**config.mk**
```make
export PLATFORM = sky130hd
export DESIGN_NAME = ovf_trap_ctrl
export DESIGN_NICKNAME = d
export VERILOG_FILES = /design/src/rtl/ovf_trap_pkg.sv /design/src/rtl/sat_counter.sv /design/src/rtl/ovf_trap_ctrl.sv
export SDC_FILE = /design/constraint.sdc
export NUM_CORES = 1
export LEC_CHECK = 0
export BUFFER_PORTS_ARGS = -buffer_cell sky130_fd_sc_hd__clkbuf_2
export CAP_MARGIN = 25
export CORE_MARGIN = 10
export CORE_UTILIZATION = 54
export DETAILED_ROUTE_END_ITERATION = 6
export PLACE_DENSITY = 0.85
export SYNTH_ARGS = -nofsm -noshare
export SYNTH_HDL_FRONTEND = slang
export SYNTH_SLANG_ARGS = --single-unit
```
**constraint.sdc**
```tcl
create_clock -name clk -period 5.7 [get_ports clk]
set_clock_uncertainty 0.1 [all_clocks]
set_input_delay 0.285 -clock clk [delete_from_list [all_inputs] [get_ports clk]]
set_output_delay 0.285 -clock clk [all_outputs]
set_load 0.005 [all_outputs]
```
**src/rtl/ovf_trap_pkg.sv**
```systemverilog
// Shared constants and state encoding for the overflow trap controller.
package ovf_trap_pkg;

  // Controller states, binary encoded.
  typedef enum logic [1:0] {
    ST_IDLE    = 2'd0,
    ST_TRAP    = 2'd1,
    ST_HANDLER = 2'd2,
    ST_RETURN  = 2'd3
  } trap_state_t;

  localparam int unsigned PC_WIDTH_DEFAULT    = 32;
  localparam int unsigned CNT_WIDTH_DEFAULT   = 8;
  localparam logic [31:0] HANDLER_VEC_DEFAULT = 32'h0000_0180;

  // Exception cause code for arithmetic overflow.
  localparam logic [4:0] EXC_OV = 5'd12;

  // ERET resumes at the instruction after the faulting one.
  localparam int unsigned ERET_OFFSET = 4;

endpackage

```
**src/rtl/sat_counter.sv**
```systemverilog
// Saturating up-counter; holds at all-ones once reached.
module sat_counter #(
  parameter int unsigned WIDTH = 8
) (
  input  logic             clk,
  input  logic             rst_n,
  input  logic             inc,
  output logic [WIDTH-1:0] count
);

  // Increment unless already saturated.
  always_ff @(posedge clk or negedge rst_n) begin
    if (!rst_n) begin
      count <= '0;
    end else if (inc && (count != {WIDTH{1'b1}})) begin
      count <= count + WIDTH'(1);
    end
  end

endmodule

```
**src/rtl/ovf_trap_ctrl.sv**
```systemverilog
// Precise arithmetic-overflow exception controller beside the EX stage.
module ovf_trap_ctrl
  import ovf_trap_pkg::*;
#(
  parameter int unsigned          PC_WIDTH    = PC_WIDTH_DEFAULT,
  parameter logic [PC_WIDTH-1:0]  HANDLER_VEC = PC_WIDTH'(HANDLER_VEC_DEFAULT),
  parameter int unsigned          CNT_WIDTH   = CNT_WIDTH_DEFAULT
) (
  input  logic                 clk,
  input  logic                 rst_n,
  input  logic                 ex_valid,
  input  logic                 ex_ovf,
  input  logic                 ex_ovf_en,
  input  logic [PC_WIDTH-1:0]  ex_pc,
  input  logic                 ex_eret,
  input  logic                 stall,
  output logic                 kill_ex_wb,
  output logic                 redirect_valid,
  output logic [PC_WIDTH-1:0]  redirect_pc,
  output logic                 flush_if_id,
  output logic                 flush_id_ex,
  output logic                 flush_ex_mem,
  output logic [PC_WIDTH-1:0]  epc,
  output logic                 cause_ovf,
  output logic                 exl,
  output logic                 double_fault,
  output logic [CNT_WIDTH-1:0] trap_cnt
);

  trap_state_t         state, state_nxt;
  logic                ovf_hit;
  logic                trap_inc;
  logic                redirect_valid_nxt;
  logic [PC_WIDTH-1:0] redirect_pc_nxt;
  logic                flush_if_id_nxt, flush_id_ex_nxt, flush_ex_mem_nxt;
  logic [PC_WIDTH-1:0] epc_nxt;
  logic                cause_ovf_nxt, exl_nxt, double_fault_nxt;

  // Overflow on a trapping op; suppresses writeback even while stalled.
  assign ovf_hit    = ex_valid & ex_ovf & ex_ovf_en;
  assign kill_ex_wb = ovf_hit;

  // Next state plus the strobes/architectural state for the coming cycle.
  always_comb begin
    state_nxt          = state;
    redirect_valid_nxt = 1'b0;
    redirect_pc_nxt    = '0;
    flush_if_id_nxt    = 1'b0;
    flush_id_ex_nxt    = 1'b0;
    flush_ex_mem_nxt   = 1'b0;
    epc_nxt            = epc;
    cause_ovf_nxt      = cause_ovf;
    exl_nxt            = exl;
    double_fault_nxt   = double_fault;
    trap_inc           = 1'b0;
    unique case (state)
      ST_IDLE: begin
        if (ovf_hit && !stall) begin
          state_nxt          = ST_TRAP;
          epc_nxt            = ex_pc;
          cause_ovf_nxt      = 1'b1;
          exl_nxt            = 1'b1;
          trap_inc           = 1'b1;
          redirect_valid_nxt = 1'b1;
          redirect_pc_nxt    = HANDLER_VEC;
          flush_if_id_nxt    = 1'b1;
          flush_id_ex_nxt    = 1'b1;
          flush_ex_mem_nxt   = 1'b1;
        end
      end
      ST_TRAP: begin
        state_nxt = ST_HANDLER;
      end
      ST_HANDLER: begin
        if (ovf_hit) begin
          double_fault_nxt = 1'b1;
        end
        if (ex_valid && ex_eret && !stall) begin
          state_nxt          = ST_RETURN;
          redirect_valid_nxt = 1'b1;
          redirect_pc_nxt    = epc + PC_WIDTH'(ERET_OFFSET);
          flush_if_id_nxt    = 1'b1;
          flush_id_ex_nxt    = 1'b1;
        end
      end
      ST_RETURN: begin
        state_nxt = ST_IDLE;
        exl_nxt   = 1'b0;
      end
      default: begin
        state_nxt = ST_IDLE;
      end
    endcase
  end

  // State, strobe and exception-record registers.
  always_ff @(posedge clk or negedge rst_n) begin
    if (!rst_n) begin
      state          <= ST_IDLE;
      redirect_valid <= 1'b0;
      redirect_pc    <= '0;
      flush_if_id    <= 1'b0;
      flush_id_ex    <= 1'b0;
      flush_ex_mem   <= 1'b0;
      epc            <= '0;
      cause_ovf      <= 1'b0;
      exl            <= 1'b0;
      double_fault   <= 1'b0;
    end else begin
      state          <= state_nxt;
      redirect_valid <= redirect_valid_nxt;
      redirect_pc    <= redirect_pc_nxt;
      flush_if_id    <= flush_if_id_nxt;
      flush_id_ex    <= flush_id_ex_nxt;
      flush_ex_mem   <= flush_ex_mem_nxt;
      epc            <= epc_nxt;
      cause_ovf      <= cause_ovf_nxt;
      exl            <= exl_nxt;
      double_fault   <= double_fault_nxt;
    end
  end

  // Count of taken traps, saturating.
  sat_counter #(
    .WIDTH (CNT_WIDTH)
  ) u_trap_cnt (
    .clk   (clk),
    .rst_n (rst_n),
    .inc   (trap_inc),
    .count (trap_cnt)
  );

endmodule

```
==> results.md, run 1 <==
- Run status: finished, final reports clean
- Clock Path Buffers: 2
- Fin crit share: 0.5464
- Top post-synthesis cells by area: dfrtp_1, nand2_1, xor2_1, or4_1, nand3_1
- I/O Pins: 119
- Syn_nets: 409
- H-tree depth: 3
- Worst-margin pin slew: 0.9445 ns
- CP max stage cell: clkinv_1
- Top cell type's share of synthesized area: 0.5645
- Initial DRC Count: 169
- Num CTS Buffers: 9
- Critical-path cell list: inv_1, ha_1, or3b_1, buf_4, clkinv_1, o21ai_0
- Initial antenna violation count: 0
- Routed Antenna Nets: 0
- Asr flop ratio synth: 1.000
- Row cnt: 29
- Total power: 1.808 mW
- Grt total ovfl: 0
- Setup total negative slack: 0 ns
- Vias: 3091
- Routed wire length: 9.633 mm
- Hold Path Class: in -> reg
- Worst path required time: 5.83 ns
- Most common cell after layout, fill and taps aside: clkbuf_2
- Worst Path Class, Setup: reg -> reg
- Commonest cells after routing, fill and taps aside: clkbuf_2, nand2_1, dfrtp_1
- Max FO, Critical Path: 35
- # DRC: 0
- Area grow syn2layout: 24.26%
- WP depth: 6
- Synth area leader: dfrtp_1
- CTS root buffer: clkbuf_8
- Kind of end point of the critical path: flip-flop
- R2r startpoint: state[0]$_DFFE_PN0P_
- Fmax: 0.3211 GHz
- CTS tree: yes
- Final nets: 523
- Max incr delay on CP: 0.82 ns
- Minimum clock period: 3.114 ns
- Core Area: 6314 sq um
- CP startpoint kind: flip-flop
- GRT Total Usage: 0.1927
- Max rail drop VDD: 256.5 uV
- ANT cells: 0
- Placer Congestion: 0.8638
- Warnings, synthesis: 0
- Input/output buffers: 118
- Final hold violation count: 0
- Crit path DAT: 3.24 ns
- Power Density: 415.4 nW/um^2
- Worst R2R End: epc[13]$_DFFE_PN0P_
- Avg Vias per Cell: 5.510
- Largest net degree at the start of global routing: 80
- Share of cells above drive strength 1: 0.2831
- Synth Register Bits: 79
- Setup-failing EPs final: 0
- Worst r2r path cells: 6
- Main synth FF type: dfrtp_1
- Chip Width: 100.5 um
- # clock sinks: 79
- Vias in the first global route: 3104
- Sequential fraction of the synthesis area: 0.5645
- Reg2Reg Setup Slack: 2.59 ns
- Clk_lat worst skew: 0.35 ns
- Slew HR: 0.3664
- Initial Util: 0.5547
- Cell variety after synth: 38
- Die area: 10110 sq um
- Post-Syn Area: 3502 sq um
- Die H: 100.5 um
- CP startpoint: state[0]$_DFFE_PN0P_
- Crit path max-delay family: buffers and inverters
- Clock-pin slew on the worst setup and hold paths: 0.08 ns
- Drt wl/cell: 17.17 um
- Pre-antenna DRT Iters: 4
- Number of synthesized flops with an enable pin: 0
- Leak: 2.252 nW
- Post-CTS Setup Inserts: 0
- DP HPWL: 7.023 mm
- Syn Inst Count: 365
- Final Max Slew Viols: 0
- First-pass GRT wire length: 15.65 mm
- Syn Area/Cell: 9.595 sq um
- End of the critical path: epc[13]$_DFFE_PN0P_
- WP buf/inv: 3
- RSZ-0062 raised after global routing: false
- Max_cap viols: 0
## kinds of logic after synthesis
family                   Yosys count  share of synthesized area
XOR/XNOR                          20                    0.05002
buffers and inverters             27                    0.03215
multiplexers                       2                   0.006073
flip-flops                        79                     0.5645
AND/OR/NAND/NOR                  190                     0.2551
adder cells (fa/ha/maj)            5                    0.01786
AO/OA/AOI/OAI                     42                    0.07432
## synth_stat cells (6+ instances only)
library cell and number:
nand2_1 110, dfrtp_1 79, nand3_1 17, nor2_1 15, a21oi_1 13, clkbuf_1 13
or4_1 13, o21ai_0 12, xor2_1 12, o31ai_1 9, xnor2_1 8, inv_1 7
nand4_1 6, or3_1 6
## tightest hold or removal path, delay by kind of cell
family	cells	cell delay, ns
AND/OR/NAND/NOR	2	0.09
buffers and inverters	1	0.07
## routing by layer
layer  wire [um]  GRT usage  vias to the layer above
li1            -          -                     1468
met1        3836     0.2307                     1486
met2        4794     0.3121                      117
met3         832    0.06859                       20
met4         170    0.07065                        0
met5           0          0                        -
## flip-flops by register name, indices dropped and copies added, names as in the netlist
signal	cells
exl	1
epc	32
cause_ovf	1
flush_id_ex	1
state	2
u_trap_cnt.count	8
double_fault	1
flush_ex_mem	1
redirect_pc	32
## report_power, final
group          internal (mW)  switching (mW)  leakage (nW)
registers              0.700           0.217          1.03
logic                  0.231           0.253          1.13
clock network          0.203           0.203        0.0895
total                   1.13           0.674          2.25
## area by class of cell
| class | count | area [sq um] |
|---|---|---|
| Tap cell | 77 | 96.34 |
| Timing Repair Buffer | 122 | 645.6 |
| Clock buffer | 11 | 131.4 |
| Multi-Input combinational cell | 259 | 1413 |
| Sequential cell | 79 | 1977 |
| Inverter | 8 | 30.03 |
| Fill cell | 520 | 1962 |
| Clock inverter | 5 | 58.81 |
## metrics by stage
step / worst slack [ns] / hold slack [ns] / instances / cell area [sq um] / utilization
after CTS: 2.600 / 0.01363 / 559 / 4314 / 0.6833
after floorplan: 3.564 / -0.1106 / 365 / 3502 / -
after global placement: 2.844 / 0.3425 / 543 / 4124 / 0.6532
final: 2.586 / 0.02612 / 561 / 4352 / 0.6893
after detailed placement: 2.631 / 0.3563 / 543 / 4124 / 0.6532
after global routing: 2.275 / 0.01927 / 561 / 4352 / 0.6893
## worst min path at each step
stage | start | cells past startpoint | to
final | ex_pc[27] | 3 | epc[27]$_DFFE_PN0P_
after global routing | ex_pc[17] | 3 | epc[17]$_DFFE_PN0P_
after CTS | ex_pc[27] | 3 | epc[27]$_DFFE_PN0P_
after detailed placement | double_fault$_DFFE_PN0P_ | 1 | double_fault$_DFFE_PN0P_
after global placement | double_fault$_DFFE_PN0P_ | 1 | double_fault$_DFFE_PN0P_
after floorplan | rst_n | 0 | cause_ovf$_DFFE_PN0P_
## repair_timing
action | 4_1_cts | 5_1_grt
hold buffers | 0 | 1
endpoints found under the hold margin | 0 | 79
resized for setup | 0 | 0
(Power assumes the default switching activity.)
==> run 2, diff against run 1 <==
--- a/config.mk
+++ b/config.mk
@@ -8,9 +8,9 @@
 export BUFFER_PORTS_ARGS = -buffer_cell sky130_fd_sc_hd__clkbuf_2
 export CAP_MARGIN = 25
 export CORE_MARGIN = 10
-export CORE_UTILIZATION = 54
+export CORE_UTILIZATION = 50
 export DETAILED_ROUTE_END_ITERATION = 6
-export PLACE_DENSITY = 0.85
+export PLACE_DENSITY = 0.8
 export SYNTH_ARGS = -nofsm -noshare
 export SYNTH_HDL_FRONTEND = slang
 export SYNTH_SLANG_ARGS = --single-unit
==> constraint.sdc (replaced) <==
create_clock -name clk -period 3 [get_ports clk]
set_clock_uncertainty 0.1 [all_clocks]
set_input_delay 0.15 -clock clk [delete_from_list [all_inputs] [get_ports clk]]
set_output_delay 0.15 -clock clk [all_outputs]
set_load 0.005 [all_outputs]
==> run 2 against run 1 <==
- critical path type unchanged
- count of clock-buffer cells in the layout stayed put
- die area is 6.4% higher
- hold slack better by 0.0027 ns
- non-clock buffer count is 34 higher
- utilization is 1.8 points higher
- register-to-register slack worse by 2.0 ns
- sequential power is 88% higher
- highest routed layer unchanged
- total power is 110% higher
==> results.md, run 2 (synthesis gave the netlist of run 1 again) <==
- Run status: finished, final reports clean
- Setup slack at placement: 0.6336 ns
- Routed Antenna Nets: 0
- RSZ-0062 raised after global routing: false
- Worst r2r path cells: 5
- Fin crit share: 0.8037
- Fmax: 0.4147 GHz
- Area grow syn2layout: 37.16%
- Initial antenna violation count: 0
- Hold Path Class: in -> async
- Setup total negative slack: 0 ns
- Met2 usage: 0.2991
- Largest regs: epc (32), redirect_pc (32), u_trap_cnt.count (8)
- Most common cell after layout, fill and taps aside: clkbuf_2
- Max_cap viols: 0
- Core Area: 6794 sq um
- Worst path required time: 3.18 ns
- Die area: 10750 sq um
- Met1 Use GR: 0.2252
- Worst Path Class, Setup: reg -> reg
- Post-CTS Setup Inserts: 0
- Max FO, Critical Path: 7
- Crit path DAT: 2.59 ns
- Setup-failing EPs final: 0
- Initial Util: 0.5155
- Chip Width: 103.7 um
- Final nets: 557
- GRT met3 Usage: 0.05019
- Clk_lat worst skew: 0.36 ns
- Drt wl/cell: 16.20 um
- Max rail drop VDD: 449.8 uV
- Worst R2R End: redirect_pc[30]$_DFF_PN0_
- Share of cells above drive strength 1: 0.2703
- I/O Pins: 119
- Input/output buffers: 118
- ANT cells: 0
- Leak: 2.443 nW
- Final Worst Setup Slack: 0.5888 ns
- Pre-antenna DRT Iters: 5
- Seq. cell area: 1977 sq um
- CP startpoint: epc[3]$_DFFE_PN0P_
- GRT Total Usage: 0.1854
- Placer Congestion: 0.8252
- Minimum clock period: 2.411 ns
- DP HPWL: 6.736 mm
- Slew HR: 0.6031
- Clock-pin slew on the worst setup and hold paths: 0.08 ns
- Initial DRC Count: 149
- Area of the multi-input gates: 1413 sq um
- Power Density: 776.2 nW/um^2
- # DRC: 0
- R2r startpoint: epc[3]$_DFFE_PN0P_
- Final Max Slew Viols: 0
- H-tree depth: 3
- CP startpoint kind: flip-flop
- Final hold violation count: 0
- CTS root buffer: clkbuf_8
- Num CTS Buffers: 9
- Vias: 3233
- GRT busiest layer: met2
- Kind of end point of the critical path: flip-flop
- Largest net degree at the start of global routing: 80
- Grt total ovfl: 0
- First-pass GRT wire length: 16.51 mm
- # fillers: 526
- Final hold slack: 0.02884 ns
- End of the critical path: redirect_pc[30]$_DFF_PN0_
- Reg2Reg Setup Slack: 0.59 ns
- Vias in the first global route: 3222
- CTS tree: yes
- Row cnt: 30
- Avg Vias per Cell: 5.265
- Die H: 103.7 um
- Commonest cells after routing, fill and taps aside: clkbuf_2, nand2_1, dfrtp_1
- Worst-margin pin slew: 0.5804 ns
- # clock sinks: 79
- Clock Path Buffers: 2
- Routed wire length: 9.949 mm
## run 2: cell types whose count changed in the layout (fill, tap and decap cells not counted), sizes merged
| cell | previous run | this run |
|---|---|---|
| dlygate4sd3 | 1 | 33 |
| bufinv | 1 | 4 |
| buf | 4 | 6 |
| clkinvlp | 2 | 0 |
| clkinv | 3 | 2 |
## run 2: worst min path at each step
stage	end	cells past startpoint	slack, ns
after detailed placement	epc[31]$_DFFE_PN0P_	3	0.24
after global routing	epc[2]$_DFFE_PN0P_	2	0.05
final	epc[2]$_DFFE_PN0P_	2	0.03
after CTS	exl$_DFFE_PN0P_	3	0.10
after global placement	epc[31]$_DFFE_PN0P_	3	0.24
after floorplan	cause_ovf$_DFFE_PN0P_	0	-0.25
## run 2: what timing repair did
action                                  4_1_cts  5_1_grt
resized for setup                             0        0
endpoints found under the hold margin       111        0
hold buffers                                 33        0
endpoints found under the setup margin        0        0
## run 2: layer usage
metal | part of all wire | routed length [um]
met5 | 0 | 0
met4 | 0.027 | 266
met3 | 0.072 | 715
met2 | 0.50 | 4995
met1 | 0.40 | 3972
## run 2: critical path, stage by stage, from the launching register on
cell	delay (ns)
dfrtp_1	0.44
ha_1	0.26
nand4_1	0.22
or4_1	0.59
or4_1	0.55
a21oi_1	0.17
## run 2: cell type report
class | count | area share
multi-input combinational | 259 | 0.2941
timing repair buffer | 156 | 0.2068
sequential | 79 | 0.4116
tap | 96 | 0.02501
clock buffer | 11 | 0.02943
inverter | 8 | 0.006252
clock inverter | 5 | 0.02683
## run 2: through the flow
stage                       util  cell area, sq um  power, mW  instances
after floorplan                -              3502      2.146        365
after global placement    0.6116              4155      2.609        563
after detailed placement  0.6116              4155      2.657        563
after CTS                 0.7000              4756      3.744        612
after global routing      0.7070              4803      3.988        614
final                     0.7070              4803      3.728        614
## run 2: power breakdown
| part | leakage (nW) | switching [mW] | internal [mW] | total, mW |
|---|---|---|---|---|
| Clock | 0.134 | 0.385 | 0.661 | 1.05 |
| Combinational | 1.28 | 0.487 | 0.467 | 0.954 |
| Sequential | 1.03 | 0.396 | 1.33 | 1.73 |
| Total | 2.44 | 1.27 | 2.46 | 3.73 |
